===== src/rtl/ring_sequencer.sv =====
// ring_sequencer: N-bit phase sequencer. It runs either as a one-hot ring
// (N states) or as a Johnson/twisted ring (2N states). It supports up/down
// direction, parallel load, a binary phase index, a wrap pulse and
// self-correction of illegal (including unknown) states.
module ring_sequencer #(
  parameter int N  = 4,
  parameter int PW = $clog2(2*N)
) (
  input  logic          clk,
  input  logic          reset,
  input  logic          en,
  input  logic          mode,
  input  logic          dir,
  input  logic          load,
  input  logic [N-1:0]  load_val,
  output logic [N-1:0]  q,
  output logic [PW-1:0] phase,
  output logic          wrap,
  output logic          fault
);

  localparam logic [N-1:0]  RING_RST = {{(N-1){1'b0}}, 1'b1};
  localparam logic [N-1:0]  JOHN_RST = {N{1'b0}};
  localparam logic [PW-1:0] RING_LAST = PW'(N - 1);
  localparam logic [PW-1:0] JOHN_LAST = PW'(2*N - 1);

  logic [N-1:0]  q_r;
  logic          mode_r;
  logic          wrap_r;
  logic          fault_r;

  logic          q_legal_s;
  logic          load_legal_s;
  logic [N-1:0]  next_s;
  logic [PW-1:0] phase_s;
  logic [PW-1:0] last_s;
  logic          wrap_cond_s;

  // Reset state for a given mode: bit0 for ring, all zeros for Johnson.
  function automatic logic [N-1:0] rst_state(input logic m);
    if (m) begin
      return JOHN_RST;
    end else begin
      return RING_RST;
    end
  endfunction

  // True when any bit is X or Z. Case inequality catches it in 4-state simulation.
  function automatic logic has_unknown(input logic [N-1:0] v);
    return ((v ^ v) !== {N{1'b0}});
  endfunction

  // Legality for the given mode. Ring: exactly one bit set. Johnson: ones
  // contiguous from the LSB (v+1 is a power of two or zero) or contiguous
  // from the MSB (the same test on ~v).
  function automatic logic is_legal(input logic [N-1:0] v, input logic m);
    logic [N-1:0] inv;
    inv = ~v;
    if (has_unknown(v)) begin
      return 1'b0;
    end else if (m) begin
      return ((v & (v + {{(N-1){1'b0}}, 1'b1})) == {N{1'b0}}) ||
             ((inv & (inv + {{(N-1){1'b0}}, 1'b1})) == {N{1'b0}});
    end else begin
      return (v != {N{1'b0}}) &&
             ((v & (v - {{(N-1){1'b0}}, 1'b1})) == {N{1'b0}});
    end
  endfunction

  // Number of set bits in a known value.
  function automatic int popcount(input logic [N-1:0] v);
    int c;
    c = 0;
    for (int i = 0; i < N; i++) begin
      if (v[i]) begin
        c = c + 1;
      end else begin
        c = c;
      end
    end
    return c;
  endfunction

  // Legality of the current state and of the load value, both judged in the registered mode.
  always_comb begin
    q_legal_s    = is_legal(q_r, mode_r);
    load_legal_s = is_legal(load_val, mode_r);
  end

  // Next state for an enabled step, chosen by mode and direction.
  always_comb begin
    next_s = q_r;
    case ({mode_r, dir})
      2'b00:   next_s = {q_r[N-2:0], q_r[N-1]};
      2'b01:   next_s = {q_r[0], q_r[N-1:1]};
      2'b10:   next_s = {q_r[N-2:0], ~q_r[N-1]};
      2'b11:   next_s = {~q_r[0], q_r[N-1:1]};
      default: next_s = q_r;
    endcase
  end

  // Binary phase index from the state; zero while the state is illegal.
  always_comb begin
    phase_s = {PW{1'b0}};
    if (!q_legal_s) begin
      phase_s = {PW{1'b0}};
    end else if (mode_r) begin
      if (q_r[N-1]) begin
        phase_s = PW'(2*N - popcount(q_r));
      end else begin
        phase_s = PW'(popcount(q_r));
      end
    end else begin
      for (int i = 0; i < N; i++) begin
        if (q_r[i]) begin
          phase_s = PW'(i);
        end else begin
          phase_s = phase_s;
        end
      end
    end
  end

  // Wrap occurs when a step leaves the last phase going up or phase 0 going down.
  always_comb begin
    if (mode_r) begin
      last_s = JOHN_LAST;
    end else begin
      last_s = RING_LAST;
    end
    if (dir) begin
      wrap_cond_s = (phase_s == {PW{1'b0}});
    end else begin
      wrap_cond_s = (phase_s == last_s);
    end
  end

  // State register. Priority: reset > mode change > load > correction > step > hold.
  always_ff @(posedge clk) begin
    if (reset) begin
      q_r     <= rst_state(mode);
      mode_r  <= mode;
      wrap_r  <= 1'b0;
      fault_r <= 1'b0;
    end else if (mode != mode_r) begin
      q_r     <= rst_state(mode);
      mode_r  <= mode;
      wrap_r  <= 1'b0;
      fault_r <= 1'b0;
    end else if (load) begin
      wrap_r <= 1'b0;
      if (load_legal_s) begin
        q_r     <= load_val;
        fault_r <= 1'b0;
      end else begin
        q_r     <= rst_state(mode_r);
        fault_r <= 1'b1;
      end
    end else if (!q_legal_s) begin
      q_r     <= rst_state(mode_r);
      wrap_r  <= 1'b0;
      fault_r <= 1'b1;
    end else if (en) begin
      q_r     <= next_s;
      wrap_r  <= wrap_cond_s;
      fault_r <= 1'b0;
    end else begin
      q_r     <= q_r;
      wrap_r  <= 1'b0;
      fault_r <= 1'b0;
    end
  end

  assign q     = q_r;
  assign phase = phase_s;
  assign wrap  = wrap_r;
  assign fault = fault_r;

endmodule


===== config.mk =====
export PLATFORM = sky130hd
export DESIGN_NAME = ring_sequencer
export DESIGN_NICKNAME = d
export VERILOG_FILES = /design/src/rtl/ring_sequencer.sv
export SDC_FILE = /design/constraint.sdc
export NUM_CORES = 1
export LEC_CHECK = 0
export ABC_AREA = 1
export CORE_UTILIZATION = 53
export DETAILED_ROUTE_END_ITERATION = 16
export HOLD_SLACK_MARGIN = 0.15
export PLACE_DENSITY = 0.93
export RECOVER_POWER = 25
export SETUP_SLACK_MARGIN = 0.2
export SYNTH_ARGS = -nofsm -noshare
export SYNTH_HDL_FRONTEND = slang
export SYNTH_SLANG_ARGS = --single-unit

===== constraint.sdc =====
create_clock -name clk -period 3.9 [get_ports clk]
set_clock_uncertainty 0.05 [all_clocks]
set_input_delay 0.78 -clock clk [delete_from_list [all_inputs] [get_ports clk]]
set_output_delay 0.78 -clock clk [all_outputs]
set_load 0.01 [all_outputs]

==> results of run 1 <==
-- layout by cell type, fill, tap and decap left out, types with 2 or more instances in the layout --
| master | Yosys | layout |
|---|---|---|
| a21oi_1 | 9 | 10 |
| clkbuf_4 | 0 | 3 |
| clkdlybuf4s50_1 | 0 | 15 |
| dfxtp_1 | 2 | 2 |
| dlygate4sd3_1 | 0 | 3 |
| edfxtp_1 | 5 | 5 |
| ha_1 | 5 | 5 |
| inv_1 | 16 | 16 |
| inv_2 | 3 | 3 |
| nand2_1 | 36 | 36 |
| nand2_2 | 4 | 4 |
| nand2_4 | 2 | 2 |
| nand3_1 | 17 | 17 |
| nand3_2 | 2 | 2 |
| nand4_1 | 2 | 2 |
| nor2_1 | 14 | 14 |
| o21ai_0 | 8 | 8 |
| o21ai_1 | 3 | 3 |
-- per-layer routing --
metal | part of all wire [%] | track usage [%] | vias up
li1 | - | - | 481
met1 | 39 | 25.9 | 436
met2 | 54 | 46.9 | 46
met3 | 4.8 | 4.78 | 6
met4 | 2.0 | 14.8 | 0
met5 | 0 | 0 | -
-- flip-flops by register name (all words and copies together) (netlist names) --
register and count:
q 4, mode_r 1, wrap 1, fault 1
-- cells in the mapped netlist (all sizes together) --
library cell	n
buf	2
inv	19
nand3	19
or2	1
a21oi	10
edfxtp	5
dfxtp	2
nand2	42
nand4	2
ha	5
nor2	16
nor3	2
o21ai	11
-- logic make-up after synthesis --
family / count (synthesis) / synth area share [%]
and+or+nand+nor: 82 / 46.6
buffers and inverters: 21 / 10.7
DFF: 7 / 22.5
adders and majority gates: 5 / 7.40
AOI/OAI and AO/OA: 21 / 12.9
-- per-stage QoR --
stage          power, W  std cells  utilization (%)  hold slack, ps
4_1_cts        0.000321        172             69.9             850
6_report       0.000321        172             69.7             857
3_5_place_dp   0.000255        168             68.2             836
5_1_grt        0.000340        172             69.7             937
3_3_place_gp   0.000247        168             68.2             793
2_1_floorplan  0.000202        136                -             685
-- where the power goes --
part           internal [W]  switching (W)  leakage [nW]
Clock             0.0000391      0.0000277        0.0150
Sequential        0.0000875      0.0000134        0.0727
Combinational     0.0000652      0.0000876         0.425
-- critical path, delay by kind of cell (launching register included) --
kind | cells | cell delay, ps
flip-flops | 1 | 490
adder cells (fa/ha/maj) | 1 | 370
buffers and inverters | 3 | 730
AND/OR/NAND/NOR | 5 | 560
-- worst max path at each step --
| stage | start | end | cells past startpoint |
|---|---|---|---|
| finish | q[0]$_DFFE_PP_ | phase[0] | 9 |
| global route | q[0]$_DFFE_PP_ | phase[0] | 9 |
| CTS | q[0]$_DFFE_PP_ | phase[0] | 9 |
| detailed placement | q[0]$_DFFE_PP_ | phase[0] | 9 |
| global placement | q[0]$_DFFE_PP_ | phase[0] | 9 |
| floorplan | q[0]$_DFFE_PP_ | phase[0] | 8 |
-- area by class of cell --
cell class / instances / area, µm²
sequential: 7 / 190
clock buffer: 4 / 26.3
inverter: 19 / 71.3
multi-input combinational: 108 / 562
tap: 16 / 20.0
fill: 139 / 457
timing repair buffer: 18 / 180
==> impl_metrics.json, run 1 <==
{
  "crit_path_frequent_cell": "nand2_2",
  "dr.first_iter.drc_count": 38,
  "syn_nets": 151,
  "fin_nets": 172,
  "path_cells": "inv_1 -> ha_1 -> or2_4 -> nand3_2 -> nand2_2 -> nand2_2 -> inv_2 -> nor2_4 -> clkdlybuf4s50_1",
  "ys_ff_latch": 7,
  "core_area_um2": 1510,
  "gp_congestion": 0.917,
  "fin_crit_ps": 3240,
  "syn_area_um2": 846,
  "postSynthCellCount": 136,
  "worst_slew_pin_slew_ps": 448,
  "status": "complete, no violations",
  "reg2reg_from": "q[0]$_DFFE_PP_",
  "synth_cell_types": 23,
  "avgSynthCellArea_um2": 6.22,
  "hold_end": "q[3]$_SDFFCE_PP0P_",
  "vias_per_cell": 5.63,
  "rsz0062_at_grt": "no",
  "placed_area_um2": 1030,
  "crit_path_start_kind": "flop",
  "holdBufCountCts": 0,
  "finalSetupViolations": 0,
  "hold_class": "reg2reg",
  "worst_setup_path_end_kind": "output pin",
  "path_class": "reg2out",
  "die_area_um2": 1760,
  "synth_seq_area_share_pct": 22.5,
  "hold_start": "q[0]$_DFFE_PP_",
  "cts_resized": 0,
  "drt_first_pass_iters": 4,
  "slowest_stage": "clkdlybuf4s50_1",
  "antenna_found_initial": 0,
  "grt_pass1_vias": 892,
  "regToRegSetupSlack_ps": 1750,
  "post_cts_buffers": 0,
  "overflow": 0,
  "drt-total-wl_um": 2100,
  "cts_sinks": 7,
  "cp.required_ps": 3070,
  "synth.top_cells.by_area": "edfxtp_1 18%, nand2_1 16%, nand3_1 10%",
  "final_area_um2": 1050,
  "grtUsageTotal_pct": 25.3,
  "r2r_end": "q[3]$_SDFFCE_PP0P_",
  "dp_hpwl_um": 1680,
  "fin_setup_tns_ps": 0,
  "h-tree-depth": 1,
  "ff2ff_path_depth": 10,
  "timing.final.ws_setup_ps": 662,
  "drv_slew": 0,
  "yosysWarnings": 0,
  "wl_per_cell_um": 12.2,
  "cap_viol_max_count": 0,
  "drtAntennaViolNets": 0,
  "num_vias": 969,
  "whs_path_depth": 4,
  "synth_top_area_share_pct": 17.8,
  "port_buffers": 18,
  "drive_gt1_share_pct": 11.5,
  "clk_latency_ps": 250,
  "preCtsSetupSlack_ps": 962,
  "grt_pass1_wl_um": 3430,
  "p_leak_nw": 0.513,
  "cts_buffers": 3,
  "p_per_area_nw_per_um2": 305,
  "cts_buffer_depth": 2,
  "yosys.area.top_type": "edfxtp_1",
  "top_level_ports": 19,
  "clkSlewWorstSetupHoldPaths_ps": 50,
  "worstPathArrival_ps": 2410,
  "die_x_um": 42.0,
  "die_height_um": 42.0,
  "hold_violations": 0,
  "cts-root-buf": "clkbuf_4",
  "cts_tree": "built",
  "row_count": 14,
  "drc": 0,
  "grt_max_degree": 14,
  "max_stage_delay_ps": 540,
  "initial_core_util_pct": 56.1,
  "irDropWorstVdd_v": 0.000200,
  "post-route-period-util_pct": 83.0,
  "diodes": 0,
  "slew_headroom_pct": 70.2,
  "syn_to_final_growth_pct": 24.1,
  "max_freq_mhz": 309,
  "cp_max_fo": 8
}
Note: power is estimated with default switching activity, not from simulation.
==> run 2, diff against run 1 <==
--- a/config.mk
+++ b/config.mk
@@ -6,10 +6,10 @@
 export NUM_CORES = 1
 export LEC_CHECK = 0
 export ABC_AREA = 1
-export CORE_UTILIZATION = 53
+export CORE_UTILIZATION = 44
 export DETAILED_ROUTE_END_ITERATION = 16
 export HOLD_SLACK_MARGIN = 0.15
-export PLACE_DENSITY = 0.93
+export PLACE_DENSITY = 0.84
 export RECOVER_POWER = 25
 export SETUP_SLACK_MARGIN = 0.2
 export SYNTH_ARGS = -nofsm -noshare
==> constraint.sdc (replaced) <==
create_clock -name clk -period 2.85 [get_ports clk]
set_clock_uncertainty 0.05 [all_clocks]
set_input_delay 0.57 -clock clk [delete_from_list [all_inputs] [get_ports clk]]
set_output_delay 0.57 -clock clk [all_outputs]
set_load 0.01 [all_outputs]
==> run 2 against run 1 <==
Against the previous run:
- via count shrank 4.9%
- clock-buffer cell count unchanged
- critical path depth up 2
- clock power is 32% higher
- sequential cell count is the same
- critical path type unchanged
- setup slack got worse by 280 ps
- power grew 37%
- global-route usage is 5.0 points lower
- sequential power is 31% higher
- die area is 19% higher
- routed wire length decreased by 7.6%
- cell area increased by 5.2%
==> impl_metrics.json, run 2 (synthesis gave the netlist of run 1 again) <==
{
  "cts_tree": "built",
  "drt-total-wl_um": 1940,
  "cp.required_ps": 2230,
  "finalSetupViolations": 0,
  "h-tree-depth": 1,
  "hold_violations": 0,
  "initial_core_util_pct": 47.9,
  "final_cell_mix": "36 x nand2_1, 17 x nand3_1, 15 x inv_1",
  "die_x_um": 45.8,
  "drc": 0,
  "row_count": 15,
  "grt_max_degree": 14,
  "largest_register_ffs": 4,
  "instances_no_fill": 183,
  "irDropWorstVdd_v": 0.000283,
  "worst_setup_path_end_kind": "output pin",
  "post-route-period-util_pct": 86.8,
  "status": "complete, no violations",
  "rsz0062_at_grt": "no",
  "fin_nets": 174,
  "crit_path_frequent_cell": "nand2_1",
  "die_area_um2": 2100,
  "layout_commonest_cell": "nand2_1",
  "wl_per_cell_um": 10.6,
  "path_cells": "buf_4 -> ha_4 -> inv_1 -> nand2_1 -> nand2_1 -> nand2_1 -> nand2_2 -> nand2_4 -> nand3_1 -> inv_1 -> dlygate4sd2_1",
  "timing.final.ws_setup_ps": 378,
  "port_buffers": 18,
  "dr.first_iter.drc_count": 14,
  "p_leak_nw": 0.547,
  "overflow": 0,
  "drtAntennaViolNets": 0,
  "grt_pass1_vias": 805,
  "gp_congestion": 0.881,
  "regToRegSetupSlack_ps": 980,
  "fin_crit_ps": 2470,
  "antenna_found_initial": 0,
  "cts_buffers": 3,
  "dpl.cell_count": 179,
  "slew_headroom_pct": 71.8,
  "path_class": "reg2out",
  "cp_max_fo": 7,
  "syn_to_final_growth_pct": 30.6,
  "p_per_area_nw_per_um2": 398,
  "vias_per_cell": 5.04,
  "preCtsSetupSlack_ps": 317,
  "slowest_stage": "edfxtp_1",
  "hold_ws_ps": 836,
  "hold_class": "reg2reg",
  "grtUsageTotal_pct": 20.3,
  "clkSlewWorstSetupHoldPaths_ps": 50,
  "fin_setup_tns_ps": 0,
  "diodes": 0,
  "worst_path_dominant_cell_family": "buffers and inverters",
  "die_height_um": 45.8,
  "holdBufCountCts": 0,
  "top_level_ports": 19,
  "worstPathArrival_ps": 1850,
  "worst_slew_pin_slew_ps": 424,
  "cts_sinks": 7,
  "clk_latency_ps": 250,
  "fin_util_pct": 62.6,
  "grt_pass1_wl_um": 3150,
  "cap_viol_max_count": 0,
  "crit_path_start_kind": "flop",
  "drive_gt1_share_pct": 15.2,
  "dp_hpwl_um": 1540,
  "drv_slew": 0,
  "critical_path_buf_inv_count": 4,
  "max_stage_delay_ps": 390,
  "num_vias": 922,
  "cts-root-buf": "clkbuf_4",
  "max_freq_mhz": 404,
  "cts_buffer_depth": 2,
  "core_area_um2": 1760,
  "drt_first_pass_iters": 4
}
## run 2: changes by cell type in the layout (fill, tap and decap cells not counted), sizes merged
cell           change
buf                +2
clkdlybuf4s50      -3
dlygate4sd2        +2
dlymetal6s2s       +1
## run 2: per-layer routing
layer  vias up  global-route usage [%]  wire (µm)
met5         -                       0          0
li1        490                       -          -
met2        23                    36.6        988
met3         7                    3.17         60
met1       402                    23.3        854
met4         0                    8.82         37
## run 2: worst min-delay path, stage by stage (launching register included)
cell and delay, ps:
edfxtp_1 600, nand2_1 120, nand3_2 70, a21oi_2 40
## run 2: power by group
part           internal [W]  switching [W]  leakage (nW)
clock             0.0000533      0.0000348        0.0150
sequential         0.000120      0.0000128        0.0727
combinational     0.0000930       0.000127         0.459
total              0.000266       0.000174         0.547
## run 2: worst paths after layout
check	start	to	depth (start not counted)
setup reg to reg	q[1]$_SDFFCE_PP0P_	q[3]$_SDFFCE_PP0P_	10
hold reg to reg	mode_r$_DFFE_PP_	wrap$_SDFF_PP0_	3
hold / removal	mode_r$_DFFE_PP_	wrap$_SDFF_PP0_	3
setup / recovery	q[0]$_DFFE_PP_	phase[1]	11
## run 2: final cells by class
type | count | area [µm²]
fillers | 168 | 659
multi-input cells | 108 | 591
repair buffers | 20 | 195
flip-flops and latches | 7 | 190
inverters | 19 | 71.3
well taps | 25 | 31.3
clock buffers | 4 | 26.3
## run 2: what timing repair did
item / 4_1_cts / 5_1_grt
endpoints found under the setup margin: 3 / 1
resized for setup: 6 / 2
buffers inserted: 0 / 0
## run 2: metrics by stage
stage | cell area [µm²] | power, W
floorplan | 846 | 0.000276
global placement | 1050 | 0.000343
detailed placement | 1050 | 0.000349
CTS | 1090 | 0.000436
global route | 1100 | 0.000474
finish | 1100 | 0.000440
==> run 3, diff against run 2 <==
--- a/config.mk
+++ b/config.mk
@@ -6,10 +6,10 @@
 export NUM_CORES = 1
 export LEC_CHECK = 0
 export ABC_AREA = 1
-export CORE_UTILIZATION = 44
+export CORE_UTILIZATION = 53
 export DETAILED_ROUTE_END_ITERATION = 16
 export HOLD_SLACK_MARGIN = 0.15
-export PLACE_DENSITY = 0.84
+export PLACE_DENSITY = 0.93
 export RECOVER_POWER = 25
 export SETUP_SLACK_MARGIN = 0.2
 export SYNTH_ARGS = -nofsm -noshare
==> constraint.sdc (replaced) <==
create_clock -name clk -period 3 [get_ports clk]
set_clock_uncertainty 0.05 [all_clocks]
set_input_delay 0.9 -clock clk [delete_from_list [all_inputs] [get_ports clk]]
set_output_delay 0.9 -clock clk [all_outputs]
set_load 0.01 [all_outputs]
==> run 3 against run 2 <==
Against the previous run:
- combinational power is 5% higher
- largest cell class unchanged
- register-to-register slack barely moved
- largest power group unchanged
- first-iteration DRC count grew 57%
==> impl_metrics.json, run 3 (synthesis gave the netlist of run 1 again) <==
{
  "met3WireLength_um": 144,
  "top_level_ports": 19,
  "syn_to_final_growth_pct": 34.6,
  "maxUsedRoutingLayer": "met4",
  "cts_tree": "built",
  "cts_buffer_depth": 2,
  "cts_buffers": 3,
  "switching_share_pct": 39.9,
  "die_x_um": 42.0,
  "wl_met1_um": 834,
  "fin_crit_ps": 2780,
  "path_class": "reg2out",
  "p_int_w": 0.000265,
  "max_stage_delay_ps": 570,
  "wl_met2_um": 1170,
  "layout_commonest_cell": "nand2_1",
  "nFillCells": 128,
  "cap_viol_max_count": 0,
  "post-route-period-util_pct": 92.8,
  "finalSetupViolations": 0,
  "rsz0062_at_grt": "no",
  "dp_hpwl_um": 1590,
  "dr.first_iter.drc_count": 22,
  "worst_path_dominant_cell_family": "flip-flops",
  "core_area_um2": 1510,
  "p_leak_nw": 0.554,
  "drc": 0,
  "path_cells": "buf_4 -> nand3_1 -> nand2_1 -> nand2_1 -> nor2_1 -> nand2_2 -> inv_1 -> clkdlybuf4s15_1",
  "initial_core_util_pct": 56.1,
  "slowest_stage": "edfxtp_1",
  "p_comb_share_pct": 52.6,
  "grt_max_degree": 14,
  "hold_ws_ps": 848,
  "holdBufCountCts": 0,
  "drt-total-wl_um": 2230,
  "power_frac_seq_pct": 28.7,
  "worst_slew_pin_slew_ps": 435,
  "row_count": 14,
  "hold_violations": 0,
  "overflow": 0,
  "grtUsageTotal_pct": 24.7,
  "diodes": 0,
  "wl_per_cell_um": 12.4,
  "drive_gt1_share_pct": 21.5,
  "status": "complete, no violations",
  "worst_setup_path_end_kind": "output pin",
  "power_w": 0.000441,
  "crit_path_start_kind": "flop",
  "die_height_um": 42.0,
  "h-tree-depth": 1,
  "critical_path_buf_inv_count": 3,
  "drtAntennaViolNets": 0,
  "gp_congestion": 0.893,
  "cp_max_fo": 11,
  "cp.required_ps": 2050,
  "grt_pass1_wl_um": 3390,
  "clk_latency_ps": 240,
  "clock_power_share_pct": 18.8,
  "vias_per_cell": 5.60,
  "antenna_found_initial": 0,
  "cts_sinks": 7,
  "largest_register_ffs": 4,
  "irDropWorstVdd_v": 0.000274,
  "slew_headroom_pct": 71.0,
  "clkSlewWorstSetupHoldPaths_ps": 50,
  "fin_nets": 179,
  "fin_setup_tns_ps": 0,
  "switchingPower_w": 0.000176,
  "worstPathArrival_ps": 1830,
  "p_per_area_nw_per_um2": 388,
  "num_vias": 1002,
  "crit_path_frequent_cell": "nand2_1",
  "cts-root-buf": "clkbuf_4",
  "drv_slew": 0,
  "die_area_um2": 1760,
  "drt_first_pass_iters": 6,
  "final_cell_mix": "35 x nand2_1, 16 x nand3_1, 14 x inv_1",
  "port_buffers": 18,
  "grt_pass1_vias": 884,
  "hold_class": "reg2reg",
  "max_freq_mhz": 359
}
## run 3: cell types whose count changed in the layout (fill, tap and decap cells not counted), sizes merged
cell,change
buf,+5
dlygate4sd2,-2
clkdlybuf4s15,+1
dlymetal6s2s,-1
clkbuf,+2
## run 3: per-stage QoR
| stage | utilization (%) | std cells | setup WS (ps) | cell area [µm²] |
|---|---|---|---|---|
| after detailed placement | 69.2 | 170 | 126 | 1040 |
| final | 75.6 | 179 | 216 | 1140 |
| after global placement | 69.2 | 170 | 201 | 1040 |
| after floorplan | - | 136 | 541 | 846 |
| after CTS | 72.3 | 174 | 197 | 1090 |
| after global routing | 75.6 | 179 | 199 | 1140 |
## run 3: final cells by class
| class | instances | area, µm² | share of cell area, % |
|---|---|---|---|
| sequential | 7 | 190 | 16.7 |
| timing repair buffer | 25 | 230 | 20.2 |
| clock buffer | 4 | 26.3 | 2.31 |
| inverter | 19 | 71.3 | 6.26 |
| tap | 16 | 20.0 | 1.76 |
| multi-input combinational | 108 | 601 | 52.7 |
## run 3: worst register-to-register path, stage by stage (launching register included)
cell	delay, ps
edfxtp_1	380
inv_2	80
ha_1	220
nor2_2	110
inv_1	50
nand2_1	60
nand3_1	80
nand2_2	140
nand2_4	80
buf_4	130
nor3_2	190
nand2_1	180
## run 3: final timing paths
| kind | startpoint | end | slack (ps) | cells after the start |
|---|---|---|---|---|
| setup reg to reg | q[0]$_DFFE_PP_ | q[2]$_SDFFCE_PP0P_ | 990 | 11 |
| hold / removal | mode_r$_DFFE_PP_ | wrap$_SDFF_PP0_ | 850 | 3 |
| setup / recovery | q[2]$_SDFFCE_PP0P_ | phase[2] | 220 | 8 |
| hold reg to reg | mode_r$_DFFE_PP_ | wrap$_SDFF_PP0_ | 850 | 3 |
## run 3: power groups by stage
stage          Sequential, W   Clock, W  Combinational [W]
3_3_place_gp        0.000126          0           0.000199
2_1_floorplan       0.000129          0           0.000134
4_1_cts             0.000126  0.0000827           0.000210
3_5_place_dp        0.000127          0           0.000206
6_report            0.000127  0.0000828           0.000232
5_1_grt             0.000128  0.0000877           0.000254
## run 3: routing by layer
| metal | vias up | track usage, % |
|---|---|---|
| met3 | 12 | 3.48 |
| met1 | 443 | 27.0 |
| met4 | 0 | 11.6 |
| li1 | 499 | - |
| met2 | 48 | 45.9 |
| met5 | - | 0 |
## run 3: repair_timing
action	in CTS	in global routing
gates resized for setup	9	10
pin swaps	0	2
buffers inserted	0	5
hold endpoints to repair	0	0
endpoints found under the setup margin	3	3
